`src/rtl/hpdcache_fifo_beat_splitter_pkg.sv`:
```
// hpdcache_fifo_beat_splitter_pkg: shared types for the FIFO beat splitter
package hpdcache_fifo_beat_splitter_pkg;
  typedef enum logic {IDLE, SEND} hpdcache_splitter_state_e;
endpackage

```
`src/rtl/hpdcache_fifo_beat_splitter_mux.sv`:
```
// hpdcache_mux: one-of-N selector
//   sel_i  : index of the element to forward
//   data_i : N elements
//   data_o : selected element
module hpdcache_mux #(
  parameter int unsigned N = 2,
  parameter type data_t = logic,
  localparam int unsigned SW = $clog2(N)
) (
  input  logic [SW-1:0]  sel_i,
  input  data_t [N-1:0]  data_i,
  output data_t          data_o
);
  assign data_o = data_i[sel_i];
endmodule

```
`src/rtl/hpdcache_fifo_beat_splitter.sv`:
```
// hpdcache_fifo_beat_splitter: pops RATIO-beat entries from an upstream FIFO and writes them out one beat at a time
//   clk_i/rst_ni               : clock, async active-low reset
//   r_o/rok_i/rdata_i/rnbeats_i : upstream FIFO read port (rnbeats_i = valid beats - 1)
//   w_o/wok_i/wdata_o/wlast_o   : downstream FIFO write port, wlast_o marks the entry's last beat
//   busy_o                      : an entry is held and not yet fully sent
//   HPDCACHE_SPLITTER_FEEDTHROUGH_EN : beat 0 bypasses the hold registers in IDLE (zero latency)
//   HPDCACHE_ASSERT_OFF              : disables the embedded assertions
module hpdcache_fifo_beat_splitter
  import hpdcache_fifo_beat_splitter_pkg::*;
#(
  parameter int unsigned RATIO = 2,
  parameter type beat_t = logic,
  localparam int unsigned CW = $clog2(RATIO)
) (
  input  logic              clk_i,
  input  logic              rst_ni,
  output logic              r_o,
  input  logic              rok_i,
  input  beat_t [RATIO-1:0] rdata_i,
  input  logic [CW-1:0]     rnbeats_i,
  output logic              w_o,
  input  logic              wok_i,
  output beat_t             wdata_o,
  output logic              wlast_o,
  output logic              busy_o
);
  hpdcache_splitter_state_e state_q;
  logic [CW-1:0] cnt_q, nb_q, nb_in;
  beat_t [RATIO-1:0] hold_q;
  beat_t hold_beat;
  logic send, last_hold, pop, acc;
  // out-of-range beat counts (only reachable when RATIO is not a power of two) saturate
  assign nb_in = (32'(rnbeats_i) > RATIO - 1) ? CW'(RATIO - 1) : rnbeats_i;
  assign send = state_q == SEND;
  assign last_hold = cnt_q == nb_q;
  assign pop = r_o & rok_i;
  assign acc = w_o & wok_i;
  assign busy_o = send;
  hpdcache_mux #(.N(RATIO), .data_t(beat_t)) u_mux (
    .sel_i  (cnt_q),
    .data_i (hold_q),
    .data_o (hold_beat)
  );
`ifdef HPDCACHE_SPLITTER_FEEDTHROUGH_EN
  assign w_o = send | rok_i;
  assign wdata_o = send ? hold_beat : rdata_i[0];
  assign wlast_o = send ? last_hold : rok_i & (rnbeats_i == '0);
  assign r_o = send ? wok_i & last_hold : wok_i;
`else
  assign w_o = send;
  assign wdata_o = hold_beat;
  assign wlast_o = send & last_hold;
  // reload in the same cycle as the last beat so consecutive entries stream without a bubble
  assign r_o = ~send | (wok_i & last_hold);
`endif
  always_ff @(posedge clk_i or negedge rst_ni) begin
    if (!rst_ni) begin
      state_q <= IDLE;
      cnt_q <= '0;
      nb_q <= '0;
    end else if (pop) begin
      nb_q <= nb_in;
`ifdef HPDCACHE_SPLITTER_FEEDTHROUGH_EN
      // in IDLE beat 0 has already gone out through the bypass
      cnt_q <= (send || nb_in == '0) ? '0 : CW'(1);
      state_q <= (send || nb_in != '0) ? SEND : IDLE;
`else
      cnt_q <= '0;
      state_q <= SEND;
`endif
    end else if (acc) begin
      cnt_q <= last_hold ? '0 : cnt_q + CW'(1);
      state_q <= last_hold ? IDLE : SEND;
    end
  end
  always_ff @(posedge clk_i) begin
    if (pop) hold_q <= rdata_i;
  end
`ifndef HPDCACHE_ASSERT_OFF
  a_cnt_range: assert property (@(posedge clk_i) disable iff (!rst_ni) send |-> cnt_q <= nb_q);
  a_no_early_pop: assert property (@(posedge clk_i) disable iff (!rst_ni) (busy_o && !wlast_o) |-> !pop);
`endif
endmodule

```
`config.mk`:
```
export PLATFORM = sky130hd
export DESIGN_NAME = hpdcache_fifo_beat_splitter
export DESIGN_NICKNAME = d
export VERILOG_FILES = /design/src/rtl/hpdcache_fifo_beat_splitter_pkg.sv /design/src/rtl/hpdcache_fifo_beat_splitter_mux.sv /design/src/rtl/hpdcache_fifo_beat_splitter.sv
export SDC_FILE = /design/constraint.sdc
export NUM_CORES = 1
export LEC_CHECK = 0
export ABC_AREA = 1
export BUFFER_PORTS_ARGS = -buffer_cell sky130_fd_sc_hd__buf_2
export CAP_MARGIN = 20
export CORE_AREA = 2 2 39 41
export CTS_BUF_LIST = sky130_fd_sc_hd__clkbuf_4
export DETAILED_ROUTE_END_ITERATION = 10
export DIE_AREA = 0 0 41 43
export PLACE_DENSITY = 0.51
export SYNTH_ARGS = -nofsm -noshare
export SYNTH_HDL_FRONTEND = slang
export SYNTH_SLANG_ARGS = --single-unit
export TNS_END_PERCENT = 30
```
`constraint.sdc`:
```
create_clock -name clk_i -period 1.57 [get_ports clk_i]
set_input_delay 0.2355 -clock clk_i [delete_from_list [all_inputs] [get_ports clk_i]]
set_output_delay 0.2355 -clock clk_i [all_outputs]
set_load 0.01 [all_outputs]
```
==> report_table.html <==
<table>
<tr><th>Metric</th><th>Value</th></tr>
<tr><th colspan="2">Yosys</th></tr>
<tr><td>Count leader, synth</td><td>sky130_fd_sc_hd__nand2_1</td></tr>
<tr><td>Post-Syn Nets</td><td>37</td></tr>
<tr><td>Asr flop ratio synth</td><td>60.0%</td></tr>
<tr><td>Average cell area after synthesis</td><td>8.63 sq um</td></tr>
<tr><td>Top-area cell type share of the netlist area</td><td>a little under a third</td></tr>
<tr><td>Instance count of the mapped netlist</td><td>29</td></tr>
<tr><td>Main area contributors after synthesis</td><td>sky130_fd_sc_hd__dfrtp_1 (30%), sky130_fd_sc_hd__edfxtp_1 (24%), sky130_fd_sc_hd__nand2_1 (17%)</td></tr>
<tr><td>Cell type contributing the most total cell area after synthesis</td><td>sky130_fd_sc_hd__dfrtp_1</td></tr>
<tr><td>Count of flip-flops with a built-in enable after synthesis</td><td>2</td></tr>
<tr><td>Number of unique standard cell types used by synthesis</td><td>9</td></tr>
<tr><td>Syn. warnings</td><td>0</td></tr>
<tr><td>Most used flip-flop cell after synthesis</td><td>sky130_fd_sc_hd__dfrtp_1</td></tr>
<tr><td>Number of synthesized register bits</td><td>5</td></tr>
<tr><td>Top cell types by occurrence after synthesis</td><td>sky130_fd_sc_hd__nand2_1 (11), sky130_fd_sc_hd__inv_1 (4), sky130_fd_sc_hd__nand2_2 (4)</td></tr>
<tr><td>Seq/Total Area, Yosys</td><td>54.0%</td></tr>
<tr><td>Post-synth design cell area</td><td>250 sq um</td></tr>
<tr><th colspan="2">Place</th></tr>
<tr><td>Post-detailed-placement half-perimeter wirelength</td><td>379 um</td></tr>
<tr><td>Count of buffers inserted at the top-level ports</td><td>11</td></tr>
<tr><td>Final weighted congestion in routability-driven placement</td><td>between 0.6 and 0.7</td></tr>
<tr><td>Setup slack at placement</td><td>around 0.26 ns</td></tr>
<tr><td>Placed standard-cell area</td><td>318 sq um</td></tr>
<tr><td>Placed instance count</td><td>between 50 and 60</td></tr>
<tr><th colspan="2">Clocking</th></tr>
<tr><td>Inserted Clock Buffers</td><td>3</td></tr>
<tr><td>Clock edge transition at the registers on the reported setup and hold paths</td><td>around 0.040 ns</td></tr>
<tr><td>Buffer depth of the longest clock path</td><td>2</td></tr>
<tr><td>Clock sink total</td><td>5</td></tr>
<tr><td>Hold buffer count at CTS</td><td>1</td></tr>
<tr><td>Setup fix buffers added after clock tree synthesis</td><td>0</td></tr>
<tr><td>PostCTS Resize Cnt</td><td>0</td></tr>
<tr><td>TritonCTS clock tree</td><td>built</td></tr>
<tr><td>H-tree depth reported by CTS</td><td>1</td></tr>
<tr><td>CTS root buf</td><td>sky130_fd_sc_hd__clkbuf_4</td></tr>
<tr><td>Clock Latency Late Sink</td><td>roughly 0.23 ns</td></tr>
<tr><th colspan="2">Critical path</th></tr>
<tr><td>Series of cell instances along the critical path</td><td>inv_1 &gt; ha_1 &gt; nand2_1 &gt; nand2_2 &gt; buf_2</td></tr>
<tr><td>Worst setup startpoint</td><td>cnt_q$_DFFE_PN0P_</td></tr>
<tr><td>Termination of the worst setup path</td><td>r_o</td></tr>
<tr><td>Register-to-register path setup slack</td><td>about 0.27 ns</td></tr>
<tr><td>Length in cells of the worst reg-to-reg path</td><td>6</td></tr>
<tr><td>Critical path capture point type</td><td>primary output</td></tr>
<tr><td>Required time worst endpoint</td><td>between 1 and 1.5 ns</td></tr>
<tr><td>Capture point of the worst reg-to-reg path</td><td>hold_q[1]$_DFFE_PP_</td></tr>
<tr><td>Slowest cell on the critical path</td><td>sky130_fd_sc_hd__dfrtp_1</td></tr>
<tr><td>Endpoint arrival time on the critical path</td><td>1.25 ns</td></tr>
<tr><td>Startpoint Class</td><td>flip-flop</td></tr>
<tr><td>Critical path peak fanout</td><td>3</td></tr>
<tr><td>Worst flop-to-flop path startpoint</td><td>cnt_q$_DFFE_PN0P_</td></tr>
<tr><td>Largest stage delay on the critical path</td><td>0.35 ns</td></tr>
<tr><td>Worst Setup Path Type</td><td>flip-flop to primary output</td></tr>
<tr><th colspan="2">Route</th></tr>
<tr><td>Final wirelength</td><td>approximately 440 um</td></tr>
<tr><td>Detailed Routing Iterations Pass 1</td><td>2</td></tr>
<tr><td>DR vias</td><td>approximately 210</td></tr>
<tr><td>Number of vias per cell after detailed routing</td><td>3.47</td></tr>
<tr><td>Count of routing violations after the opening detailed-route iteration</td><td>1</td></tr>
<tr><td>Average wire per cell in the routed design</td><td>7.28 um</td></tr>
<tr><td>Number of remaining DRC errors</td><td>0</td></tr>
<tr><td>Detail Route Antenna Nets</td><td>0</td></tr>
<tr><th colspan="2">Power</th></tr>
<tr><td>Flop pwr share</td><td>32.4%</td></tr>
<tr><td>Total power consumption of the routed design</td><td>between 0.6 and 0.7 mW</td></tr>
<tr><td>Switching power of the nets</td><td>between 0.2 and 0.25 mW</td></tr>
<tr><td>Switching share of power</td><td>a little over a third</td></tr>
<tr><td>Ratio of total power to cell area</td><td>~1800 mW/mm^2</td></tr>
<tr><td>Clock network power share</td><td>~25%</td></tr>
<tr><td>Fraction of power consumed by combinational cells</td><td>a little over two fifths</td></tr>
<tr><td>Internal Power</td><td>0.409 mW</td></tr>
<tr><td>Maximum vdd ir drop</td><td>~460 uV</td></tr>
<tr><td>Static leakage</td><td>0.203 nW</td></tr>
<tr><th colspan="2">Floorplan</th></tr>
<tr><td>Die Span X</td><td>about 40 um</td></tr>
<tr><td>Row count</td><td>14</td></tr>
<tr><td>Number of top-level pins</td><td>12</td></tr>
<tr><td>Total Die Area</td><td>around 0.0018 sq mm</td></tr>
<tr><td>Initial Utilization</td><td>between 15 and 20%</td></tr>
<tr><td>Placeable core area</td><td>0.00138 sq mm</td></tr>
<tr><td>Vert. Die Dim</td><td>43 um</td></tr>
<tr><th colspan="2">Global routing</th></tr>
<tr><td>Vias in the first global route</td><td>between 150 and 200</td></tr>
<tr><td>First-pass GRT wire length</td><td>between 600 and 700 um</td></tr>
<tr><td>All-Layer GR Usage</td><td>under 10%</td></tr>
<tr><td>Antenna violations before repair</td><td>0</td></tr>
<tr><td>Aggregate global routing overflow</td><td>0</td></tr>
<tr><td>Largest net degree at the start of global routing</td><td>7</td></tr>
<tr><th colspan="2">Final layout</th></tr>
<tr><td>Share of the core filled with cells in the final layout</td><td>approximately a quarter</td></tr>
<tr><td>Post-Layout Cell Count</td><td>60</td></tr>
<tr><td>Share of cells above drive strength 1</td><td>between 40 and 50%</td></tr>
<tr><td>Count of antenna diodes in the layout</td><td>0</td></tr>
<tr><td>Area Overhead vs Synth</td><td>43.0%</td></tr>
<tr><td>Non-Filler Cell Area, Final</td><td>about 360 sq um</td></tr>
<tr><td>Number of nets in the finished design</td><td>53</td></tr>
<tr><th colspan="2">Timing</th></tr>
<tr><td>Post-route setup slack</td><td>0.0863 ns</td></tr>
<tr><td>Setup repair after global routing missed its margin</td><td>no</td></tr>
<tr><td>Total setup violations reported at the end of the flow</td><td>0</td></tr>
<tr><td>Max-slew headroom</td><td>approximately 89%</td></tr>
<tr><td>Max Clk Rate</td><td>674 MHz</td></tr>
<tr><td>Final clock skew</td><td>roughly 0.0023 ns</td></tr>
<tr><td>Final hold violation count</td><td>0</td></tr>
<tr><td>Worst Tran Pin Value</td><td>0.170 ns</td></tr>
<tr><td>Post-route minimum period</td><td>1.48 ns</td></tr>
<tr><td>Count of pins over their slew limit</td><td>0</td></tr>
<tr><td>Final cycle utilization of the critical path</td><td>between 90% and 100%</td></tr>
<tr><td>Final TNS setup</td><td>0 ns</td></tr>
<tr><td>Final-layout worst hold slack</td><td>about 0.17 ns</td></tr>
<tr><th colspan="2">Run status</th></tr>
<tr><td>Status</td><td>finished, final reports clean</td></tr>
<tr><th colspan="2">Job</th></tr>
<tr><td>MaxCap Viol Count</td><td>0</td></tr>
<tr><th colspan="2">Min path</th></tr>
<tr><td>Path category of the worst min-delay check</td><td>input pin to flip-flop</td></tr>
</table>
[power by group through the flow]
stage	clock, mW	sequential (mW)	combinational (mW)
2_1_floorplan	0	0.212	0.188
3_3_place_gp	0	0.213	0.277
3_5_place_dp	0	0.211	0.280
4_1_cts	0.167	0.209	0.283
5_1_grt	0.175	0.213	0.307
6_report	0.160	0.208	0.276
[final cells by class]
cell class	instances	area, sq um
inverter	5	18.8
multi-input combinational	18	88.8
fill	158	1030
tap	16	20.0
sequential	5	135
clock buffer	4	30.0
timing repair buffer	12	65.1
[layer usage]
layer	vias to the layer above	part of all wire (%)	global-route usage, %
li1	116	-	-
met1	87	43	5.28
met2	5	49	7.50
met3	0	7.8	3.14
met4	0	0	8.00
met5	-	0	0
[cells in the final DEF (no fill, tap or decap)]
| master | Yosys | final |
|---|---|---|
| sky130_fd_sc_hd__edfxtp_1 | 2 | 2 |
| sky130_fd_sc_hd__dfrtp_1 | 3 | 3 |
| sky130_fd_sc_hd__buf_2 | 0 | 11 |
| sky130_fd_sc_hd__nand2_2 | 4 | 4 |
| sky130_fd_sc_hd__clkbuf_4 | 0 | 4 |
| sky130_fd_sc_hd__nand3_1 | 2 | 2 |
| sky130_fd_sc_hd__ha_1 | 1 | 1 |
| sky130_fd_sc_hd__dlygate4sd3_1 | 0 | 1 |
| sky130_fd_sc_hd__inv_2 | 1 | 1 |
| sky130_fd_sc_hd__nand2_1 | 11 | 11 |
| sky130_fd_sc_hd__inv_1 | 4 | 4 |
[how the worst min path moves through the flow]
stage | slack [ns] | cells past startpoint | startpoint | endpoint
CTS | 0.17 | 1 | rdata_i[1] | hold_q[1]$_DFFE_PP_
finish | 0.17 | 1 | rdata_i[1] | hold_q[1]$_DFFE_PP_
global route | 0.16 | 1 | rdata_i[1] | hold_q[1]$_DFFE_PP_
global placement | 0.04 | 1 | rst_ni | cnt_q$_DFFE_PN0P_
detailed placement | 0.04 | 1 | rst_ni | cnt_q$_DFFE_PN0P_
floorplan | -0.06 | 0 | rst_ni | busy_o$_DFFE_PN0P_
[state kept, by name (all words and copies together) (netlist names)]
| name | count |
|---|---|
| cnt_q | 1 |
| nb_q | 1 |
| busy_o | 1 |
| hold_q | 2 |
[logic make-up (layout without fill, tap and decap cells)]
group | count (synthesis) | count (layout) | synth area share [%]
flip-flops | 5 | 5 | 54.0
AND/OR/NAND/NOR | 17 | 17 | 30.5
buffers and inverters | 6 | 21 | 10.5
adder cells (fa/ha/maj) | 1 | 1 | 5.00
[critical path, delay by kind of cell, from the launching register on]
| family | cells | cell delay (ns) |
|---|---|---|
| fa+ha+maj | 1 | 0.30 |
| buf+inv | 2 | 0.20 |
| flops | 1 | 0.35 |
| simple gates | 2 | 0.15 |
(Power assumes the default switching activity.)
